==> src/rtl/timer_down_26bit_if.sv <==
// timer_down_26bit_if
//   Control/status bundle for the loadable down-counting timer.
//   The clock and the reset are not part of this bundle.
//   master : drives En, Load, Auto and D; observes Q, Tick, Busy and Done.
//   slave  : the timer itself.
//   Signals:
//     En   - count enable, honoured only while running
//     Load - load strobe; captures D and Auto
//     Auto - 1 = auto-reload, 0 = one-shot (sampled only with Load)
//     D    - load value, in En-qualified cycles per period
//     Q    - current count
//     Tick - one-cycle terminal-count strobe
//     Busy - high while running
//     Done - high once a one-shot has expired
interface timer_down_26bit_if #(
    parameter int WIDTH = 26
);
    logic             En;
    logic             Load;
    logic             Auto;
    logic [WIDTH-1:0] D;
    logic [WIDTH-1:0] Q;
    logic             Tick;
    logic             Busy;
    logic             Done;

    modport master (
        output En, Load, Auto, D,
        input  Q, Tick, Busy, Done
    );

    modport slave (
        input  En, Load, Auto, D,
        output Q, Tick, Busy, Done
    );
endinterface

==> src/rtl/timer_down_26bit.sv <==
// timer_down_26bit
//   Loadable down-counting timer. It turns a loaded cycle count into a
//   registered one-cycle Tick strobe. It can run one-shot or auto-reload.
//   Ports:
//     Clk - system clock; all state changes on the rising edge
//     Clr - synchronous active-low reset
//     bus - timer_down_26bit_if.slave (En, Load, Auto, D in; Q, Tick,
//           Busy, Done out)
//   All outputs come straight from flops. No input reaches an output
//   combinationally.
module timer_down_26bit #(
    parameter int WIDTH = 26
) (
    input  logic                Clk,
    input  logic                Clr,
    timer_down_26bit_if.slave   bus
);

    typedef enum logic [1:0] {
        IDLE = 2'd0,
        RUN  = 2'd1,
        DONE = 2'd2
    } state_t;

    localparam logic [WIDTH-1:0] ONE  = WIDTH'(1);
    localparam logic [WIDTH-1:0] ZERO = '0;

    state_t           state;
    logic [WIDTH-1:0] q;        // current count
    logic [WIDTH-1:0] r;        // reload value captured at Load
    logic             m;        // 1 = auto-reload mode
    logic             tick;
    logic             busy;
    logic             done;

    // One registered FSM. Precedence is Clr, then Load, then the state action.
    // Busy and Done are registered copies of the next state. This keeps them
    // in step with Q and Tick.
    always_ff @(posedge Clk) begin
        if (!Clr) begin
            state <= IDLE;
            q     <= ZERO;
            r     <= ZERO;
            m     <= 1'b0;
            tick  <= 1'b0;
            busy  <= 1'b0;
            done  <= 1'b0;
        end else if (bus.Load) begin
            // Load wins over a terminal edge on the same cycle. Any Tick that
            // edge would have produced is dropped.
            q    <= bus.D;
            r    <= bus.D;
            m    <= bus.Auto;
            tick <= 1'b0;
            done <= 1'b0;
            if (bus.D != ZERO) begin
                state <= RUN;
                busy  <= 1'b1;
            end else begin
                // A zero load parks the timer, so no Tick can ever follow.
                state <= IDLE;
                busy  <= 1'b0;
            end
        end else begin
            tick <= 1'b0;
            case (state)
                IDLE: begin
                    busy <= 1'b0;
                    done <= 1'b0;
                end
                RUN: begin
                    busy <= 1'b1;
                    done <= 1'b0;
                    if (bus.En) begin
                        if (q == ONE) begin
                            tick <= 1'b1;
                            if (m) begin
                                // The reload happens on the terminal edge
                                // itself. The period is therefore exactly R
                                // enabled cycles, with no dead cycle.
                                q <= r;
                            end else begin
                                q     <= ZERO;
                                state <= DONE;
                                busy  <= 1'b0;
                                done  <= 1'b1;
                            end
                        end else if (q != ZERO) begin
                            // The guard stops any wrap if Q were ever 0 in RUN.
                            q <= q - ONE;
                        end
                    end
                end
                DONE: begin
                    q    <= ZERO;
                    busy <= 1'b0;
                    done <= 1'b1;
                end
                default: begin
                    state <= IDLE;
                    busy  <= 1'b0;
                    done  <= 1'b0;
                end
            endcase
        end
    end

    assign bus.Q    = q;
    assign bus.Tick = tick;
    assign bus.Busy = busy;
    assign bus.Done = done;

endmodule

==> src/flat_wrapper.sv <==
// flat-port wrapper written by rule: the top's interface ports become plain ports
module timer_down_26bit_flat 
#(
    parameter int WIDTH = 26
)
  (Clk, Clr, bus_En, bus_Load, bus_Auto, bus_D, bus_Q, bus_Tick, bus_Busy, bus_Done);
  timer_down_26bit_if #(.WIDTH(WIDTH)) bus_i ();
  input  logic Clk;
  input  logic Clr;
  input wire logic [$bits(bus_i.En)-1:0] bus_En;
  input wire logic [$bits(bus_i.Load)-1:0] bus_Load;
  input wire logic [$bits(bus_i.Auto)-1:0] bus_Auto;
  input wire logic [$bits(bus_i.D)-1:0] bus_D;
  output wire logic [$bits(bus_i.Q)-1:0] bus_Q;
  output wire logic [$bits(bus_i.Tick)-1:0] bus_Tick;
  output wire logic [$bits(bus_i.Busy)-1:0] bus_Busy;
  output wire logic [$bits(bus_i.Done)-1:0] bus_Done;
  assign bus_i.En = bus_En;
  assign bus_i.Load = bus_Load;
  assign bus_i.Auto = bus_Auto;
  assign bus_i.D = bus_D;
  assign bus_Q = bus_i.Q;
  assign bus_Tick = bus_i.Tick;
  assign bus_Busy = bus_i.Busy;
  assign bus_Done = bus_i.Done;
  timer_down_26bit #(.WIDTH(WIDTH)) u_core (.Clk(Clk), .Clr(Clr), .bus(bus_i));
endmodule
==> config.mk <==
export PLATFORM = sky130hd
export DESIGN_NAME = timer_down_26bit_flat
export DESIGN_NICKNAME = d
export VERILOG_FILES = /design/src/rtl/timer_down_26bit_if.sv /design/src/rtl/timer_down_26bit.sv /design/src/flat_wrapper.sv
export SDC_FILE = /design/constraint.sdc
export NUM_CORES = 1
export LEC_CHECK = 0
export ABC_AREA = 1
export CORE_UTILIZATION = 49
export DETAILED_ROUTE_END_ITERATION = 16
export GPL_TIMING_DRIVEN = 0
export HOLD_SLACK_MARGIN = 0.05
export PLACE_DENSITY = 0.86
export SYNTH_ARGS = -nofsm -noshare
export SYNTH_HDL_FRONTEND = slang
export SYNTH_SLANG_ARGS = --single-unit
==> constraint.sdc <==
create_clock -name Clk -period 1.74 [get_ports Clk]
set_clock_uncertainty 0.1 [all_clocks]
set_input_delay 0.435 -clock Clk [delete_from_list [all_inputs] [get_ports Clk]]
set_output_delay 0.435 -clock Clk [all_outputs]
set_load 0.05 [all_outputs]
==> flow_summary.ini, run 1 <==
[status]
status = complete, but fails checks
violations = setup timing

[critical_path]
crit_top_cell = nor2_4
worstPathArrival_ns = 2.08
crit_family = simple AND/OR/NAND/NOR gates
cp_max_fo = 10
reg2regPathDepth = 11
r2r-start = u_core.bus.Q[13]
crit_path_max_incr_delay_ns = 0.37
path_buf_inv = 1
cp.required_ns = 1.89
worstSetupPathType = reg -> reg
ff2ff_setup_slack_ns = -0.19
cp_slowest_cell = dfxtp_4
start_kind = flop
rr_endpoint = u_core.bus.Q[6]
crit_chain = nor2_4 > nand2_2 > nor2_4 > nand2_4 > nor2_4 > buf_4 > nand2_1 > nand3_1 > nand2_1 > nor2_4 > nor2_1
crit_path_end_kind = flop

[yosys]
syn_nets = 664
synth_top_cell_by_area = dfxtp_1
synthCells = 628
synth.distinct_cells = 27
ys_ff_latch = 58
syn_area_um2 = 3680
ys_warn_count = 0
synth_area_leaders = dfxtp_1, nand2_1, nor2_1
seq_area_frac_synth = 0.316
synth_top_area_frac = 0.316
syn_avg_cell_area_um2 = 5.85

[grt]
overflow = 0
first_global_vias = 4082
grt_pass1_wl_um = 19200
antenna_found_initial = 0
grt_max_degree = 12
grt_usage = 0.327

[route]
vias_per_cell = 5.51
wl_per_cell_um = 15.7
route.detailed.drc = 0
routed_wl_um = 13100
ant_nets = 0
firstDrtPassIters = 5
vias = 4566
drt-initial-drc-count = 565

[cts]
htree_levels = 3
clk_latency_ns = 0.36
path_clk_slew_ns = 0.07
cts_hold_buf = 0
cts_buffers = 9
cts-root-buf = clkbuf_8
clkSinkCount = 58
clk_path_buf_depth = 2
tritoncts = yes

[floorplan]
io_pins = 60
die_w_um = 88.6
core-area_um2 = 7250
rows = 31
die_y_um = 88.6
die_area_um2 = 7850
initial_utilization = 0.507

[hold_path]
min-delay-start = u_core.r[1]
whs_path_depth = 2
whs_endpoint = u_core.r[1]
holdCritPathClass = reg -> reg

[placed_design]
placed_area_um2 = 4470
port_buffers = 59
place_ws_ns = -0.663
gp_congestion = 0.961
hpwl_um = 8260
dp_cells = 786

[finish]
fill_cells = 527
stdcell_area_um2 = 5310
fin_cells = 829
areaGrowthSynthToFinish_pct = 44.4
nets = 761
drive_gt1_frac = 0.270
layout_common_cells = nand2_1, nor2_1, inv_1
antenna_cells = 0
layout_commonest_cell = nand2_1

[power_and_ir_drop]
peakVddDrop_mv = 0.692
power_density_nw_per_um2 = 879
power.leakage_nw = 2.39
power.total_mw = 4.67

[timing]
fmax_mhz = 519
final.setup.worst_slack_ns = -0.188
finalHoldViolations = 0
layout_min_cycle_time_ns = 1.93
relSlewSlack = 0.609
setup_viol = 28
worst_slew_pin_slew_ns = 0.586
rsz0062_at_grt = yes
period_share = 1.11
final_max_slew_viol_count = 0

[run]
drv_cap = 0
layer usage:
layer | global-route usage | part of all wire
met1 | 0.411 | 0.39
met2 | 0.549 | 0.49
met3 | 0.0522 | 0.093
met4 | 0.152 | 0.033
met5 | 0 | 0
sequential cells by signal (all words and copies together), names as in the netlist:
name             cells
u_core.bus.Done      1
u_core.state         2
u_core.m             1
u_core.bus.Tick      1
u_core.r            26
u_core.bus.Busy      1
u_core.bus.Q        26
power breakdown:
| part | total, mW | internal [mW] | switching, mW |
|---|---|---|---|
| clock | 1.11 | 0.509 | 0.605 |
| sequential | 1.61 | 1.46 | 0.150 |
| combinational | 1.95 | 0.703 | 1.24 |
| total | 4.67 | 2.67 | 2.00 |
synth_stat cells:
| cell | instances |
|---|---|
| nand2_4 | 2 |
| buf_6 | 4 |
| a21boi_0 | 1 |
| nand3_4 | 2 |
| xnor2_1 | 1 |
| nor2_1 | 99 |
| nor4_1 | 7 |
| nand4_1 | 16 |
| ha_1 | 5 |
| dfxtp_1 | 58 |
| nand3_1 | 37 |
| nand3b_1 | 1 |
| inv_1 | 43 |
| and2_0 | 1 |
| buf_2 | 7 |
| nor2_2 | 4 |
| nand2_2 | 2 |
| buf_1 | 5 |
| inv_2 | 2 |
| nor3_1 | 1 |
| o21ai_0 | 6 |
| xor2_1 | 6 |
| clkbuf_1 | 10 |
| a21oi_1 | 34 |
| o22ai_1 | 2 |
| nor2_4 | 4 |
| nand2_1 | 268 |
metrics by stage:
stage / utilization / setup TNS, ns / hold slack [ns]
CTS: 0.710 / -1.91 / 0.366
floorplan: - / -1.89 / 0.341
finish: 0.732 / -3.83 / 0.367
global route: 0.732 / -6.81 / 0.382
global placement: 0.616 / -30.35 / 0.349
detailed placement: 0.616 / -31.40 / 0.353
cells by family (layout without fill, tap and decap cells):
| group | after synthesis | in the layout | synth area share |
|---|---|---|---|
| and+or+nand+nor | 444 | 444 | 0.507 |
| buffers and inverters | 71 | 173 | 0.0830 |
| DFF | 58 | 58 | 0.316 |
| AOI/OAI and AO/OA | 43 | 43 | 0.0599 |
| xor gates and xnor gates | 7 | 7 | 0.0167 |
| adders and majority gates | 5 | 5 | 0.0170 |
worst max path at each step:
stage | start | end | cells past startpoint
after detailed placement | bus_Load | u_core.bus.Q[24] | 7
final | u_core.bus.Q[13] | u_core.bus.Q[6] | 11
after CTS | u_core.bus.Q[9] | u_core.bus.Q[22] | 13
after floorplan | u_core.bus.Q[1] | u_core.bus.Q[22] | 12
after global routing | u_core.bus.Q[4] | u_core.bus.Q[6] | 11
after global placement | bus_Load | u_core.bus.Q[23] | 8
what timing repair did:
| action | 4_1_cts | 5_1_grt |
|---|---|---|
| gates resized for setup | 150 | 61 |
| gates cloned | 3 | 0 |
| setup endpoints to repair | 79 | 45 |
| pin swaps | 20 | 17 |
| buffers inserted | 22 | 5 |
final cells by class:
type	count	area, µm²	area share
clock buffer	9	124	0.0233
sequential	58	1220	0.230
timing repair buffer	88	900	0.169
multi-input combinational	499	2540	0.479
buffer	24	168	0.0316
clock inverter	7	46.3	0.00872
tap	99	124	0.0233
inverter	45	179	0.0337
tightest hold or removal path, delay by kind of cell, from the launching register on:
kind	cells	cell delay (ns)
AO/OA/AOI/OAI	1	0.05
AND/OR/NAND/NOR	1	0.06
flip-flops	1	0.31
Note: power is estimated with default switching activity, not from simulation.
==> inputs of run 2 (changes only) <==
CORE_ASPECT_RATIO = 1.1   (was not set)
==> flow_summary.ini, run 2 (synthesized netlist as in run 1, its figures left out) <==
[timing]
period_share = 1.18
setup_tns_ns = -6.04
finalHoldViolations = 0
worst_slew_pin_slew_ns = 0.607
layout_min_cycle_time_ns = 2.05
fmax_mhz = 488
hold_ws_ns = 0.374
rsz0062_at_grt = yes
final.setup.worst_slack_ns = -0.309
relSlewSlack = 0.596
setup_viol = 31
final_max_slew_viol_count = 0

[critical_path]
cp_slowest_cell = clkbuf_1
worstSetupPathType = reg -> reg
crit_family = buffers and inverters
cp.required_ns = 1.93
crit_path_end_kind = flop
start_kind = flop
crit_path_max_incr_delay_ns = 0.49
path_buf_inv = 2
cp_max_fo = 10
crit_chain = clkbuf_1 > clkbuf_1 > nand2_1 > nand2_4 > nand2_2 > a21oi_2 > nor2_2 > nor2_1
crit_top_cell = clkbuf_1
worstPathArrival_ns = 2.24

[finish]
fin_util = 0.781
antenna_cells = 0
nets = 776
multi_input_area_um2 = 2630
drive_gt1_frac = 0.317
regArea_um2 = 1220
layout_common_cells = nand2_1, nor2_1, inv_1
layout_commonest_cell = nand2_1
fill_cells = 457
areaGrowthSynthToFinish_pct = 51.3

[route]
drt-initial-drc-count = 732
vias = 4996
ant_nets = 0
route.detailed.drc = 0
wl_per_cell_um = 18.5
routed_wl_um = 15300
vias_per_cell = 6.02
firstDrtPassIters = 7

[power_and_ir_drop]
power.leakage_nw = 2.51
peakVddDrop_mv = 0.539
power_density_nw_per_um2 = 923
power_frac_comb = 0.409
switching_share = 0.414
p_seq_frac = 0.313
clockPowerShare = 0.277
p_sw_mw = 2.12
p_int_mw = 3.01

[floorplan]
die_w_um = 84.6
rows = 32
core-area_um2 = 7130
die_area_um2 = 7850
io_pins = 60
initial_utilization = 0.516
die_y_um = 92.8

[cts]
cts-root-buf = clkbuf_8
clk_path_buf_depth = 2
cts_hold_buf = 0
clk_latency_ns = 0.37
path_clk_slew_ns = 0.07
htree_levels = 3
tritoncts = yes
cts_buffers = 9
clkSinkCount = 58

[grt]
overflow = 0
grt_usage = 0.365
antenna_found_initial = 0
grt_pass1_wl_um = 22100
grt_max_degree = 12
first_global_vias = 4685

[placed_design]
hpwl_um = 8400
port_buffers = 59
gp_congestion = 0.887

[status]
status = complete, but fails checks
violations = setup timing

[hold_path]
holdCritPathClass = reg -> reg

[run]
drv_cap = 0
==> run 2: cell count changes in the layout (fill, tap and decap cells not counted), sizes merged <==
cell,change
buf,+17
clkinv,-5
clkbuf,+2
bufinv,+1
clkdlybuf4s15,-1
clkdlybuf4s18,+1
==> run 2: tightest hold or removal path, cell delays in order (launching register included) <==
cell,delay [ns]
dfxtp_1,0.32
nand2_1,0.06
a21oi_1,0.05
==> run 2: layout make-up <==
| class | count | area share |
|---|---|---|
| Multi-Input combinational cell | 499 | 0.473 |
| Sequential cell | 58 | 0.219 |
| Timing Repair Buffer | 104 | 0.188 |
| Inverter | 45 | 0.0322 |
| Clock buffer | 13 | 0.0306 |
| Buffer | 23 | 0.0299 |
| Tap cell | 85 | 0.0191 |
| Clock inverter | 3 | 0.00810 |
==> run 2: final timing paths <==
path                    start                to  slack (ns)  cells after the start
setup / recovery     u_core.m  u_core.bus.Q[22]       -0.31                      8
hold / removal    u_core.r[4]       u_core.r[4]        0.37                      2
setup reg to reg     u_core.m  u_core.bus.Q[22]       -0.31                      8
hold reg to reg   u_core.r[4]       u_core.r[4]        0.37                      2
==> run 2: per-stage QoR <==
step,area [µm²],setup slack (ns),power (mW),std cells
2_1_floorplan,3750,-0.0842,2.67,628
3_3_place_gp,4450,-0.717,3.12,772
3_5_place_dp,4450,-0.743,3.14,772
4_1_cts,5370,-0.168,4.81,829
5_1_grt,5560,-0.391,5.30,830
6_report,5560,-0.309,5.13,830
==> run 2: routing by layer <==
metal	up-vias	share of wire	track usage	wire length [µm]
met5	-	0	0	0
met4	0	0.076	0.260	1170
met3	134	0.10	0.0847	1600
met2	407	0.46	0.606	7090
met1	2244	0.36	0.411	5470
li1	2211	-	-	-
==> run 2: what timing repair did <==
action | 4_1_cts | 5_1_grt
pin swaps | 38 | 45
endpoints found under the setup margin | 81 | 49
gates cloned | 5 | 0
gates resized for setup | 177 | 80
buffers inserted | 37 | 5
==> run 2: power groups by stage <==
stage	Combinational [mW]	Clock [mW]	Sequential, mW
final	2.10	1.42	1.61
after global routing	2.22	1.47	1.62
after CTS	1.86	1.36	1.59
after detailed placement	1.53	0	1.61
after global placement	1.51	0	1.61
after floorplan	0.834	0	1.84
